### src/rtl/fetch_pkg.sv
// -----------------------------------------------------------------------------
// fetch_pkg
// Shared types and constants for the instruction fetch stage.
//   fetch_entry_t : one buffered fetch result {pc, instr, misalign}
//   FETCH_DEPTH   : number of entries in the fetch buffer
//   PC_STEP       : sequential fetch increment in bytes
// Helpers:
//   pc_misaligned : target is not word aligned
//   pc_align      : clear the two byte-offset bits of a target
// -----------------------------------------------------------------------------
package fetch_pkg;

  localparam int unsigned FETCH_DEPTH = 2;
  localparam logic [31:0] PC_STEP     = 32'd4;

  typedef struct packed {
    logic [31:0] pc;
    logic [31:0] instr;
    logic        misalign;
  } fetch_entry_t;

  function automatic logic pc_misaligned(input logic [31:0] pc);
    return (pc[1:0] != 2'b00);
  endfunction

  function automatic logic [31:0] pc_align(input logic [31:0] pc);
    return {pc[31:2], 2'b00};
  endfunction

endpackage

### src/rtl/fetch_buf.sv
// -----------------------------------------------------------------------------
// fetch_buf
// Two-entry in-order FIFO holding fetched instructions for decode.
// The head entry is always slot 0, so the head output comes straight from a
// register. Push and pop of a full buffer in the same cycle are allowed.
// Ports:
//   clk      : clock, rising edge
//   rst_n    : asynchronous active-low reset (empties buffer, clears slots)
//   i_flush  : synchronous flush; wins over push and pop
//   i_push   : write i_din at the tail
//   i_din    : entry to write
//   i_pop    : remove the head entry
//   o_head   : head entry (slot 0)
//   o_full   : buffer holds FETCH_DEPTH entries
//   o_empty  : buffer holds no entry
//   o_count  : number of buffered entries
// -----------------------------------------------------------------------------
module fetch_buf
  import fetch_pkg::*;
(
  input  logic         clk,
  input  logic         rst_n,
  input  logic         i_flush,
  input  logic         i_push,
  input  fetch_entry_t i_din,
  input  logic         i_pop,
  output fetch_entry_t o_head,
  output logic         o_full,
  output logic         o_empty,
  output logic [1:0]   o_count
);

  fetch_entry_t r_e0;
  fetch_entry_t r_e1;
  logic [1:0]   r_count;

  fetch_entry_t w_e0_nxt;
  fetch_entry_t w_e1_nxt;
  logic [1:0]   w_count_nxt;
  logic         w_pop_ok;
  logic         w_push_ok;
  logic         w_full;

  assign w_full    = (r_count == 2'(FETCH_DEPTH));
  // A pop of an empty buffer is ignored; a push into a full buffer is only
  // taken when the head leaves in the same cycle.
  assign w_pop_ok  = i_pop && (r_count != 2'd0);
  assign w_push_ok = i_push && (!w_full || w_pop_ok);

  // Next-state for slots and occupancy.
  always_comb begin
    w_e0_nxt    = r_e0;
    w_e1_nxt    = r_e1;
    w_count_nxt = r_count;
    if (i_flush) begin
      w_count_nxt = 2'd0;
    end else begin
      case ({w_push_ok, w_pop_ok})
        2'b10: begin
          if (r_count == 2'd0) begin
            w_e0_nxt = i_din;
          end else begin
            w_e1_nxt = i_din;
          end
          w_count_nxt = r_count + 2'd1;
        end
        2'b01: begin
          w_e0_nxt    = r_e1;
          w_count_nxt = r_count - 2'd1;
        end
        2'b11: begin
          // Occupancy unchanged; the new entry lands behind whatever remains.
          if (r_count == 2'd1) begin
            w_e0_nxt = i_din;
          end else begin
            w_e0_nxt = r_e1;
            w_e1_nxt = i_din;
          end
        end
        default: begin
          w_count_nxt = r_count;
        end
      endcase
    end
  end

  // Slot and occupancy registers.
  always_ff @(posedge clk or negedge rst_n) begin
    if (!rst_n) begin
      r_e0    <= '0;
      r_e1    <= '0;
      r_count <= 2'd0;
    end else begin
      r_e0    <= w_e0_nxt;
      r_e1    <= w_e1_nxt;
      r_count <= w_count_nxt;
    end
  end

  assign o_head  = r_e0;
  assign o_full  = w_full;
  assign o_empty = (r_count == 2'd0);
  assign o_count = r_count;

endmodule

### src/rtl/instr_fetch.sv
// -----------------------------------------------------------------------------
// instr_fetch
// Instruction fetch stage: issues sequential word fetches to a memory with a
// one-cycle read latency, buffers the returned words in a 2-entry FIFO and
// presents them to decode with a valid/ready handshake. A redirect flushes
// everything and restarts fetching at the target.
//
// Build option:
//   FETCH_MISALIGN_CHK_EN defined   : a redirect to a non-word-aligned target
//                                     issues no fetch; a single fault entry
//                                     {target, 0} is presented with
//                                     if_misalign=1 and fetch then halts until
//                                     the next redirect.
//   FETCH_MISALIGN_CHK_EN undefined : the target is forced to word alignment
//                                     and if_misalign is tied low.
//
// Parameter:
//   RESET_PC       : first fetch address after reset
// Ports:
//   clk            : clock, rising edge
//   reset_n        : asynchronous active-low reset
//   imem_pc        : fetch address, sampled by memory each rising edge
//   imem_instr     : memory data for the address sampled one edge earlier
//   redirect_valid : redirect request
//   redirect_pc    : redirect target
//   if_valid       : entry available to decode
//   if_ready       : decode accepts the entry this cycle
//   if_pc          : address of the presented entry
//   if_instr       : instruction word of the presented entry
//   if_misalign    : presented entry is a misaligned-target fault
// -----------------------------------------------------------------------------
module instr_fetch
  import fetch_pkg::*;
#(
  parameter logic [31:0] RESET_PC = 32'h0000_0000
) (
  input  logic        clk,
  input  logic        reset_n,
  output logic [31:0] imem_pc,
  input  logic [31:0] imem_instr,
  input  logic        redirect_valid,
  input  logic [31:0] redirect_pc,
  output logic        if_valid,
  input  logic        if_ready,
  output logic [31:0] if_pc,
  output logic [31:0] if_instr,
  output logic        if_misalign
);

  // Fetch address register; also the next address to issue.
  logic [31:0]  r_pc;
  // A fetch was issued last cycle; its data is on imem_instr now.
  logic         r_inflight;
  logic [31:0]  r_inflight_pc;
  // A misaligned redirect was taken last cycle; push its fault entry now.
  logic         r_fault_pend;
  // Fetching stopped after a misaligned redirect.
  logic         r_halt;

  logic [31:0]  w_redirect_tgt;
  logic         w_redirect_bad;
  logic         w_pop;
  logic         w_issue;
  logic [2:0]   w_occ;
  logic         w_push;
  fetch_entry_t w_push_entry;
  fetch_entry_t w_head;
  logic         w_full;
  logic         w_empty;
  logic [1:0]   w_count;

`ifdef FETCH_MISALIGN_CHK_EN
  assign w_redirect_tgt = redirect_pc;
  assign w_redirect_bad = pc_misaligned(redirect_pc);
  assign if_misalign    = w_head.misalign;
`else
  logic w_unused_misalign;
  assign w_redirect_tgt    = pc_align(redirect_pc);
  assign w_redirect_bad    = 1'b0;
  assign if_misalign       = 1'b0;
  assign w_unused_misalign = w_head.misalign;
`endif

  // During a redirect the handshake still completes for decode; the flush
  // discards the buffer anyway, so the pop has no further effect.
  assign w_pop = if_valid && if_ready;

  // Issue decision: occupancy counts buffered entries plus the word arriving
  // from memory this cycle, minus the entry decode takes this cycle.
  always_comb begin
    w_occ = {1'b0, w_count} + {2'b00, r_inflight} - {2'b00, w_pop};
    if (redirect_valid || r_halt || r_fault_pend) begin
      w_issue = 1'b0;
    end else if (w_occ < 3'(FETCH_DEPTH)) begin
      w_issue = 1'b1;
    end else begin
      w_issue = 1'b0;
    end
  end

  // Buffer write: either the fault entry of a misaligned redirect or the
  // memory word for last cycle's issue; a redirect this cycle suppresses both.
  always_comb begin
    w_push       = 1'b0;
    w_push_entry = '0;
    if (redirect_valid) begin
      w_push = 1'b0;
    end else if (r_fault_pend) begin
      w_push                = 1'b1;
      w_push_entry.pc       = r_pc;
      w_push_entry.instr    = 32'h0000_0000;
      w_push_entry.misalign = 1'b1;
    end else if (r_inflight && (!w_full || w_pop)) begin
      w_push                = 1'b1;
      w_push_entry.pc       = r_inflight_pc;
      w_push_entry.instr    = imem_instr;
      w_push_entry.misalign = 1'b0;
    end else begin
      w_push = 1'b0;
    end
  end

  // Fetch address, in-flight tracking and misalign fault state.
  always_ff @(posedge clk or negedge reset_n) begin
    if (!reset_n) begin
      r_pc          <= RESET_PC;
      r_inflight    <= 1'b0;
      r_inflight_pc <= 32'h0000_0000;
      r_fault_pend  <= 1'b0;
      r_halt        <= 1'b0;
    end else if (redirect_valid) begin
      // The word for the address on imem_pc this cycle is never pushed.
      r_pc         <= w_redirect_tgt;
      r_inflight   <= 1'b0;
      r_fault_pend <= w_redirect_bad;
      r_halt       <= w_redirect_bad;
    end else begin
      r_fault_pend <= 1'b0;
      r_inflight   <= w_issue;
      if (w_issue) begin
        r_pc          <= r_pc + PC_STEP;
        r_inflight_pc <= r_pc;
      end else begin
        r_pc          <= r_pc;
        r_inflight_pc <= r_inflight_pc;
      end
    end
  end

  fetch_buf u_fetch_buf (
    .clk     (clk),
    .rst_n   (reset_n),
    .i_flush (redirect_valid),
    .i_push  (w_push),
    .i_din   (w_push_entry),
    .i_pop   (w_pop),
    .o_head  (w_head),
    .o_full  (w_full),
    .o_empty (w_empty),
    .o_count (w_count)
  );

  assign imem_pc  = r_pc;
  assign if_valid = !w_empty;
  assign if_pc    = w_head.pc;
  assign if_instr = w_head.instr;

endmodule

### config.mk
export PLATFORM = sky130hd
export DESIGN_NAME = instr_fetch
export DESIGN_NICKNAME = d
export VERILOG_FILES = /design/src/rtl/fetch_pkg.sv /design/src/rtl/fetch_buf.sv /design/src/rtl/instr_fetch.sv
export SDC_FILE = /design/constraint.sdc
export NUM_CORES = 1
export LEC_CHECK = 0
export CAP_MARGIN = 40
export CORE_MARGIN = 2
export CORE_UTILIZATION = 48
export CTS_BUF_LIST = sky130_fd_sc_hd__clkbuf_8
export DETAILED_ROUTE_END_ITERATION = 16
export HOLD_SLACK_MARGIN = 0.15
export PLACE_DENSITY = 0.78
export SETUP_SLACK_MARGIN = 0.2
export SYNTH_ARGS = -nofsm -noshare
export SYNTH_HDL_FRONTEND = slang
export SYNTH_SLANG_ARGS = --single-unit
### constraint.sdc
create_clock -name clk -period 3 [get_ports clk]
set_input_delay 0.3 -clock clk [delete_from_list [all_inputs] [get_ports clk]]
set_output_delay 0.3 -clock clk [all_outputs]
set_load 0.02 [all_outputs]
==> impl_results.md, run 1 <==
* Status: completed
* ANT nets after route at 0
* Most frequent CP cell: ha_4
* Crit path buf inv count at 3
* DIE AREA at 0.01864 mm²
* Antenna diodes at 0
* Setup CP Type: reg2reg
* Slew @ Worst Pin at 0.8488 ns
* TritonCTS clock tree: yes
* Placeable Area at 0.01724 mm²
* Peak VDD IR at 517.9 µV
* Critical Path Max Stage Delay at 0.43 ns
* GRT Total Usage at 21.44%
* Count of final max-slew check failures at 0
* GPL Wtd Cong at 0.8092
* Synth Cell Area at 0.008433 mm²
* Share of the synthesized area in the top cell type at 56.08%
* Slowest CP cell: dfrtp_2
* Post-route setup TNS at 0 ns
* R2r startpoint: u_fetch_buf.o_count[1]$_DFFE_PN0P_
* Initial antenna violation count at 0
* Post-DP HPWL at 13060 µm
* DR vias at 5949
* Clock Skew at 0.01561 ns
* Worst EP arrival at 3.12 ns
* Boundary Pins at 166
* Worst Reg-to-Reg Cells at 12
* Port bufs at 160
* Clk pin slew, worst setup/hold paths at 0.10 ns
* CTS Buf Count at 17
* Final cycle utilization of the critical path at 92.85%
* Relative slew slack at 43.41%
* Worst hold path depth at 3
* Endpoint type of the worst setup path: register
* # nets final at 941
* Worst setup SP type: register
* Worst Path Max Fanout at 19
* Die Wd at 136.5 µm
* Syn avg cell area at 11.93 µm²
* GRT Residual Overflow at 0
* Initial DRC count at 262
* Synthesized flop and latch total at 189
* Row count at 48
* Share of layout cells above drive strength 1 at 22.73%
* Yosys top cell by area: dfrtp_1
* Post-route minimum period at 2.786 ns
* Yosys cell types at 47
* R2R setup slack at 0.21 ns
* CP required at 3.34 ns
* First-pass GRT wire length at 31070 µm
* Final setup viols at 0
* Clock root buffer: clkbuf_8
* Worst Hold End: imem_pc[2]$_DFFE_PN0P_
* WL/cell at 17.45 µm
* Commonest non-fill, non-tap cell in the layout: dfrtp_1
* Hold Worst Slack at 0.2270 ns
* Warnings, synthesis at 0
* Post-synth EDFFs at 0
* CP top delay family: adder cells
* Number of filler cells placed in the layout at 1416
* Vias in the first global route at 6021
* Register area share after synthesis at 56.08%
* Hold Path Class: in2reg
* Die Y-Extent at 136.5 µm
* Final Hold Fails at 0
* Most frequent cells in the layout: dfrtp_1, clkdlybuf4s50_1, nor2_1
* CTS Sinks at 189
* PwrDens at 1052 mW/mm²
* CTS Buffer Depth at 2
* Drt drc at 0
* LEAKAGE at 0.004722 µW
* H-tree levels at 4
* Critical Path, Cell by Cell: inv_4 > ha_4 > nand2b_4 > inv_2 > ha_4 > nor2_2 > fa_2 > xnor2_4 > or2_4 > nor2_4 > buf_12 > mux2_2
* Worst-Skew Late Latency at 0.45 ns
* Post-synthesis cell count at 707
* Drt first pass iters at 6
* Largest net degree at the start of global routing at 77
* Async SR Flop Fraction at 100.0%
* Most common flop cell mapped by yosys: dfrtp_1
* Final wirelength at 19290 µm
* Synth-to-layout area growth at 28.65%
* Hold_sp: redirect_valid
* Synth top area cells: dfrtp_1, mux2_2, nor2_1
* Initial core utilization at 48.93%
* Worst R2R End: r_inflight_pc[26]$_DFFE_PN0P_
* RSZ-0062 raised after global routing: true
* Vias per inst at 5.384
* Max frequency at 359.0 MHz
* Max Cap Violations at 0
==> logic make-up (layout without fill, tap and decap cells) <==
logic type               Yosys count  in the layout  share of synthesized area (%)
AND/OR/NAND/NOR                  226            226                          12.61
flip-flops                       189            189                          56.08
AO/OA/AOI/OAI                    101            101                          10.65
multiplexers                      95             95                          12.66
buffers and inverters             59            230                          3.858
XOR/XNOR                          30             30                          3.116
adder cells (fa/ha/maj)            6              6                         0.9792
other                              1              3                        0.04447
==> registers in the layout, summed over array words and instances (netlist names) <==
name                 cells
r_inflight_pc           30
u_fetch_buf.r_e1        63
r_inflight               1
u_fetch_buf.o_count      2
u_fetch_buf.o_head      63
imem_pc                 30
==> how the worst max path moves through the flow <==
stage	start	endpoint	slack, ns	cells past startpoint
floorplan	u_fetch_buf.o_count[1]$_DFFE_PN0P_	r_inflight_pc[10]$_DFFE_PN0P_	0.15	13
global placement	if_ready	imem_pc[31]$_DFFE_PN0P_	0.02	11
detailed placement	if_ready	imem_pc[31]$_DFFE_PN0P_	-0.03	11
CTS	u_fetch_buf.o_count[1]$_DFFE_PN0P_	r_inflight_pc[20]$_DFFE_PN0P_	0.23	12
global route	u_fetch_buf.o_count[1]$_DFFE_PN0P_	r_inflight_pc[26]$_DFFE_PN0P_	0.15	12
finish	u_fetch_buf.o_count[1]$_DFFE_PN0P_	r_inflight_pc[26]$_DFFE_PN0P_	0.21	12
==> repair_timing <==
action,4_1_cts,5_1_grt
gates resized for setup,1,5
endpoints found under the setup margin,39,38
endpoints found under the hold margin,73,0
pin swaps,1,0
buffers inserted,3,3
hold buffers,1,0
==> cell type report <==
class                      count  area, µm²  share of cell area (%)
clock buffer                  20      275.3                   2.537
clock inverter                12      97.59                  0.8995
inverter                       8      32.53                  0.2998
multi-input combinational    461       3562                   32.83
sequential                   189       4731                   43.60
tap                          225      281.5                   2.595
timing repair buffer         190       1869                   17.23
==> report_power, final <==
group          total, µW  switching (µW)  internal (µW)
Sequential          4440             746           3690
Clock               1590             878            716
Combinational       5380            2720           2660
Total              11400            4350           7060
==> Yosys cell counts, types with 2 or more instances <==
library cell and number:
a211oi_1 2, a21oi_1 2, a21oi_2 2, a221oi_1 40, a221oi_2 20, a22oi_1 2, and2_1 5, and2b_1 2
and3_1 9, buf_2 14, buf_4 9, buf_6 7, clkbuf_1 20, dfrtp_1 189, ha_1 5, inv_1 8
mux2_1 4, mux2_2 89, mux2i_1 2, nand2_1 37, nand3_1 13, nand4_1 8, nor2_1 128, nor2_2 2
nor2b_1 3, nor3_1 3, nor4_2 8, o21ai_0 17, o21ai_1 11, xnor2_1 20, xor2_1 10
==> worst register-to-register path, cell delays in order (launching register included) <==
cell and delay (ns):
dfrtp_2 0.43, inv_4 0.08, ha_4 0.13, nand2b_4 0.12, inv_2 0.04, ha_4 0.25
nor2_2 0.03, fa_2 0.39, xnor2_4 0.19, or2_4 0.30, nor2_4 0.18, buf_12 0.18
mux2_2 0.36
==> per-layer routing <==
metal  wire length [µm]  GRT usage (%)
met1               8842          29.38
met4                110          5.093
met3               1083          4.667
met5                  0              0
met2               9250          35.03
==> per-stage QoR <==
stage | utilization, % | std cells | instance area [µm²] | power [µW] | worst slack, ns
floorplan | - | 709 | 8569 | 7835 | 0.1511
global placement | 60.13 | 1066 | 10360 | 9615 | 0.01558
detailed placement | 60.13 | 1066 | 10360 | 9843 | -0.03005
CTS | 62.59 | 1102 | 10790 | 11460 | 0.2268
global route | 62.94 | 1105 | 10850 | 12130 | 0.1539
finish | 62.94 | 1105 | 10850 | 11410 | 0.2144
(Power assumes the default switching activity.)
==> run 2: changes to the inputs <==
- CORE_UTILIZATION: 48 -> 49
- SKIP_LAST_GASP: default -> 1
- SYNTH_HIERARCHICAL: default -> 1
==> impl_results.md, run 2 <==
* Status: completed
* Warnings, synthesis at 6 (+6)
* Relative slew slack at 54.93% (+12 points)
* Final setup margin at 0.04361 ns (-0.1708 ns)
* ANT nets after route at 0 (unchanged)
* Slew @ Worst Pin at 0.6740 ns (-0.1748 ns)
* R2r startpoint: u_fetch_buf/o_count[1]$_DFFE_PN0P_
* Peak VDD IR at 542.0 µV (+4.6%)
* Max Cap Violations at 0 (unchanged)
* GRT Residual Overflow at 0 (unchanged)
* PwrDens at 886.6 mW/mm² (-16%)
* Max frequency at 338.3 MHz (-5.8%)
* CTS Sinks at 191 (+1.1%)
* Post-route minimum period at 2.956 ns (+0.1708 ns)
* WL met1 at 9648 µm (+9.1%)
* Worst-Skew Late Latency at 0.47 ns (+0.02 ns)
* Drt first pass iters at 5 (-1)
* Final wirelength at 20940 µm (+8.6%)
* CP startpoint: u_fetch_buf/o_count[1]$_DFFE_PN0P_
* Placeable Area at 0.01809 mm² (+4.9%)
* Commonest non-fill, non-tap cell in the layout: dfrtp_1
* Post-DP HPWL at 13490 µm (+3.3%)
* DR vias at 6631 (+11%)
* GRT Total Usage at 21.74% (+0.30 points)
* Initial core utilization at 50.40% (+1.5 points)
* DR top layer: met4
* Post-synthesis cell count at 785 (+11%)
* Clock root buffer: clkbuf_8
* Most frequent cells in the layout: dfrtp_1, clkdlybuf4s50_1, nor2_1
* Die Y-Extent at 140.4 µm (+2.8%)
* CTS Buffer Depth at 2 (unchanged)
* Share of layout cells above drive strength 1 at 19.86% (-2.9 points)
* WL/cell at 17.43 µm (-0.12%)
* # nets final at 1033 (+9.8%)
* Largest net degree at the start of global routing at 81 (+5.2%)
* RSZ-0062 raised after global routing: true
* LEAKAGE at 0.005526 µW (+17%)
* Area of the multi-input gates at 0.004140 mm² (+16%)
* Endpoint type of the worst setup path: register
* Boundary Pins at 166 (unchanged)
* DIE AREA at 0.01971 mm² (+5.7%)
* Port bufs at 160 (unchanged)
* FF/Latch Area at 0.004780 mm² (+1.0%)
* Worst EP arrival at 3.35 ns (+0.23 ns)
* Drt drc at 0 (unchanged)
* Routed met2 length at 9922 µm (+7.3%)
* Row count at 49 (+2.1%)
* Initial DRC count at 285 (+8.8%)
* Final Hold Fails at 0 (unchanged)
* Clk pin slew, worst setup/hold paths at 0.10 ns (about the same)
* Hold Worst Slack at 0.3749 ns (+0.1479 ns)
* Count of final max-slew check failures at 0 (unchanged)
* Setup CP Type: reg2reg
* Initial antenna violation count at 0 (unchanged)
* Synth-to-layout area growth at 27.81%
* Syn avg cell area at 11.61 µm² (-2.7%)
* Pre-CTS setup slack at -0.3319 ns (-0.3018 ns)
* CTS Buf Count at 17 (unchanged)
* TritonCTS clock tree: yes
* Hold Path Class: in2async
* Met3 wire length at 1095 µm (+1.1%)
* Final cycle utilization of the critical path at 98.55% (+5.7 points)
* Vias per inst at 5.521 (+2.6%)
* CP required at 3.40 ns (+0.06 ns)
* First-pass GRT wire length at 34100 µm (+9.7%)
* Final Total Pwr at 10330 µW (-9.5%)
* Die Wd at 140.4 µm (+2.8%)
* Antenna diodes at 0 (unchanged)
* Vias in the first global route at 6545 (+8.7%)
* Number of filler cells placed in the layout at 1432 (+1.1%)
* Clock Skew at 0.01259 ns (-0.003022 ns)
* GPL Wtd Cong at 0.8269 (+2.2%)
* H-tree levels at 4 (unchanged)
* Final setup viols at 0 (unchanged)
* Synth Cell Area at 0.009115 mm² (+8.1%)
* Worst setup SP type: register
* Worst Path Max Fanout at 7 (-12)
-- run 2: worst max-delay path: stages (launching register included) --
cell      delay, ns
dfrtp_1        0.37
inv_2          0.06
ha_4           0.17
nor2b_4        0.14
ha_4           0.22
nor2b_4        0.11
fa_2           0.47
nand2b_4       0.18
or4_4          0.49
or4_1          0.49
a31oi_1        0.18
-- run 2: power by group --
part           switching [µW]  total [µW]  internal (µW)
Combinational            2170        4500           2330
Sequential                579        4100           3520
Clock                     918        1730            812
-- run 2: area by class of cell --
type                            instances  share of cell area (%)
Multi-Input combinational cell        536                   35.54
Clock inverter                         12                   1.149
Clock buffer                           20                   2.363
Inverter                               12                  0.3866
Tap cell                              229                   2.459
Timing Repair Buffer                  201                   17.08
Sequential cell                       191                   41.03
-- run 2: layer usage --
layer | vias to the layer above | GRT usage, %
met4 | 0 | 6.220
met2 | 205 | 34.00
met3 | 23 | 4.752
met1 | 3295 | 30.83
met5 | - | 0
li1 | 3108 | -
-- run 2: path summary, 6_finish.rpt --
kind | end | slack (ns) | depth (start not counted)
worst min-delay path | imem_pc[24]$_DFFE_PN0P_ | 0.37 | 2
worst min register to register | r_inflight_pc[23]$_DFFE_PN0P_ | 0.51 | 1
max in group asynchronous | u_fetch_buf/o_head[50]$_DFFE_PN0P_ | 1.73 | 3
worst max-delay path | imem_pc[20]$_DFFE_PN0P_ | 0.04 | 10
worst max register to register | imem_pc[20]$_DFFE_PN0P_ | 0.04 | 10
min in group clk | imem_pc[4]$_DFFE_PN0P_ | 0.38 | 3
-- run 2: what timing repair did --
item	4_1_cts	5_1_grt
hold buffers	1	0
gates cloned	3	0
pin swaps	6	4
setup endpoints to repair	22	25
buffers inserted	8	3
endpoints found under the hold margin	64	0
resized for setup	11	8
-- run 2: stage by stage --
step / std cells / instance area (µm²) / util [%] / setup TNS, ns
floorplan: 791 / 9196 / - / -0.9568
global placement: 1154 / 11050 / 61.07 / -4.099
detailed placement: 1154 / 11050 / 61.07 / -5.786
CTS: 1198 / 11600 / 64.12 / 0
global route: 1201 / 11650 / 64.41 / -0.3499
finish: 1201 / 11650 / 64.41 / 0
==> run 3: changes to the inputs <==
--- a/config.mk
+++ b/config.mk
@@ -14,2 +14,3 @@
 export PLACE_DENSITY = 0.78
+export REMOVE_ABC_BUFFERS = 1
 export SETUP_SLACK_MARGIN = 0.2
==> constraint.sdc (replaced) <==
create_clock -name clk -period 3 [get_ports clk]
set_input_delay 0.45 -clock clk [delete_from_list [all_inputs] [get_ports clk]]
set_output_delay 0.45 -clock clk [all_outputs]
set_load 0.02 [all_outputs]
==> impl_results.md, run 3 (synthesis gave the netlist of run 2 again) <==
* Final Hold Fails at 0 (unchanged)
* Placeable Area at 0.01809 mm² (unchanged)
* Pre-CTS setup slack at -0.5775 ns (-0.2457 ns)
* RSZ-0062 raised after global routing: true
* Switching Fraction at 34.96% (-0.52 points)
* Vias per inst at 5.434 (-1.6%)
* Worst Path Max Fanout at 8 (+1)
* Port bufs at 160 (unchanged)
* Failing checks: negative setup slack
* Flop pwr share at 38.8% (-0.9 points)
* Vias in the first global route at 6577 (+0.49%)
* Final Cell Area at 0.01169 mm² (+0.35%)
* CTS Sinks at 191 (unchanged)
* Post-DP HPWL at 13690 µm (+1.5%)
* Slew @ Worst Pin at 0.6594 ns (-0.01465 ns)
* Endpoint type of the worst setup path: register
* Initial core utilization at 50.40% (unchanged)
* CP required at 3.40 ns (about the same)
* Clock power frac at 17.8% (+1.1 points)
* Boundary Pins at 166 (unchanged)
* Final setup viols at 14 (+14)
* GRT Residual Overflow at 0 (unchanged)
* R2R setup slack at -0.06 ns (-0.10 ns)
* DR vias at 6543 (-1.3%)
* Post-route setup TNS at -0.3168 ns (-0.3168 ns)
* Max frequency at 327.3 MHz (-3.2%)
* PwrDens at 892.4 mW/mm² (+0.66%)
* GRT Total Usage at 21.48% (-0.27 points)
* CTS Buffer Depth at 2 (unchanged)
* Final Total Pwr at 10430 µW (+1.0%)
* Initial DRC count at 326 (+14%)
* Share of layout cells above drive strength 1 at 19.69% (-0.16 points)
* Cell Count, Final, Fillers Out at 1204 (+0.25%)
* Placed Area at 0.01106 mm² (+0.17%)
* Row count at 49 (unchanged)
* Clock root buffer: clkbuf_8
* Critical Path Max Stage Delay at 0.58 ns (+0.09 ns)
* Die Wd at 140.4 µm (unchanged)
* Post-route minimum period at 3.055 ns (+0.09910 ns)
* Most frequent cells in the layout: dfrtp_1, clkdlybuf4s50_1, nor2_1
* Max Cap Violations at 0 (unchanged)
* Critical Path, Cell by Cell: inv_2 > ha_4 > nor2b_4 > ha_4 > nor2b_4 > fa_1 > xnor2_2 > or4_4 > buf_6 > buf_4 > or4_1 > nand3_1
* CP startpoint: u_fetch_buf/o_count[1]$_DFFE_PN0P_
* Setup CP Type: reg2reg
* Clk pin slew, worst setup/hold paths at 0.10 ns (about the same)
* CTS Buf Count at 17 (unchanged)
* Worst EP arrival at 3.46 ns (+0.11 ns)
* Relative slew slack at 55.91% (+0.98 points)
* Synth-to-layout area growth at 28.26%
* Hold_sp: r_inflight_pc[17]$_DFFE_PN0P_
* DIE AREA at 0.01971 mm² (unchanged)
* Peak VDD IR at 554.1 µV (+2.2%)
* First-pass GRT wire length at 33750 µm (-1.0%)
* Drt drc at 0 (unchanged)
* P_sw at 3647 µW (-0.47%)
* GPL Wtd Cong at 0.7868 (-4.8%)
* Cell Int Power at 6786 µW (+1.8%)
* WL/cell at 17.31 µm (-0.72%)
* LEAKAGE at 0.005545 µW (+0.34%)
* Antenna diodes at 0 (unchanged)
* Initial antenna violation count at 0 (unchanged)
* # nets final at 1036 (+0.29%)
* Final setup margin at -0.05549 ns (-0.09910 ns)
* H-tree levels at 4 (unchanged)
* Number of filler cells placed in the layout at 1409 (-1.6%)
* Drt first pass iters at 5 (unchanged)
* R2r startpoint: u_fetch_buf/o_count[1]$_DFFE_PN0P_
* ANT nets after route at 0 (unchanged)
* Final wirelength at 20840 µm (-0.47%)
* Count of final max-slew check failures at 0 (unchanged)
* # placed instances at 1159 (+0.43%)
* Slowest CP cell: or4_4
* Worst-Skew Late Latency at 0.46 ns (about the same)
* Clock Skew at 0.01033 ns (-0.002254 ns)
* Final cycle utilization of the critical path at 101.8% (+3.3 points)
* TritonCTS clock tree: yes
* Status: finished, violations left
* Combinational Power Share at 43.3% (-0.3 points)
* Commonest non-fill, non-tap cell in the layout: dfrtp_1
* Hold Path Class: reg2reg
* Worst setup SP type: register
* Largest net degree at the start of global routing at 71 (-12%)
* Die Y-Extent at 140.4 µm (unchanged)
[run 3: cell types whose count changed in the layout (fill, tap and decap cells not counted), sizes merged, moves of 2 or more]
cell      previous run  this run
clkbuf              21        18
clkinv               6         2
bufinv               2         4
clkinvlp             1         4
buf                 40        44
inv                 15        17
[run 3: power by group through the flow]
stage / Combinational [µW] / Sequential, µW / Clock, µW
after floorplan: 1970 / 4620 / 0
after global placement: 4220 / 4050 / 0
after detailed placement: 4340 / 4100 / 0
after CTS: 4470 / 4060 / 1920
after global routing: 4850 / 4180 / 2040
final: 4520 / 4050 / 1860
[run 3: routing by layer]
| layer | vias up | global-route usage (%) | routed length, µm |
|---|---|---|---|
| met5 | - | 0 | 0 |
| li1 | 3112 | - | - |
| met3 | 22 | 5.060 | 964 |
| met2 | 169 | 34.60 | 10090 |
| met4 | 0 | 6.964 | 322 |
| met1 | 3240 | 28.92 | 9461 |
[run 3: timing repair]
item | 4_1_cts | 5_1_grt
hold endpoints to repair | 58 | 0
gates resized for setup | 14 | 8
buffers inserted | 5 | 4
hold buffers | 1 | 0
cloned | 3 | 0
endpoints found under the setup margin | 23 | 25
pin swaps | 16 | 18
[run 3: through the flow]
step / util, % / hold slack (ns)
6_report: 64.64 / 0.5043
4_1_cts: 64.29 / 0.5107
3_3_place_gp: 61.18 / 0.4712
3_5_place_dp: 61.18 / 0.4691
2_1_floorplan: - / 0.1544
5_1_grt: 64.64 / 0.5191
[run 3: worst max-delay path, delay by kind of cell, from the launching register on]
kind	cells	cell delay, ns
simple gates	5	1.15
xor+xnor	1	0.21
flops	1	0.40
buf+inv	3	0.39
fa+ha+maj	3	0.86
[run 3: worst paths after layout]
check | to | cells after the start
max | imem_pc[15]$_DFFE_PN0P_ | 12
min | r_inflight_pc[17]$_DFFE_PN0P_ | 1
max reg2reg | imem_pc[15]$_DFFE_PN0P_ | 12
min reg2reg | r_inflight_pc[17]$_DFFE_PN0P_ | 1
max in group asynchronous | r_inflight_pc[2]$_DFFE_PN0P_ | 3
min in group asynchronous | u_fetch_buf/o_head[21]$_DFFE_PN0P_ | 2
[run 3: cell type report]
cell class                      count  area, µm²  share of cell area [%]
Sequential cell                   191       4780                   40.88
Multi-Input combinational cell    535       4110                   35.16
Timing Repair Buffer              205       2028                   17.35
Tap cell                          229      286.5                   2.451
Clock buffer                       17      234.0                   2.001
Clock inverter                     15      207.7                   1.777
Inverter                           12      45.04                  0.3853
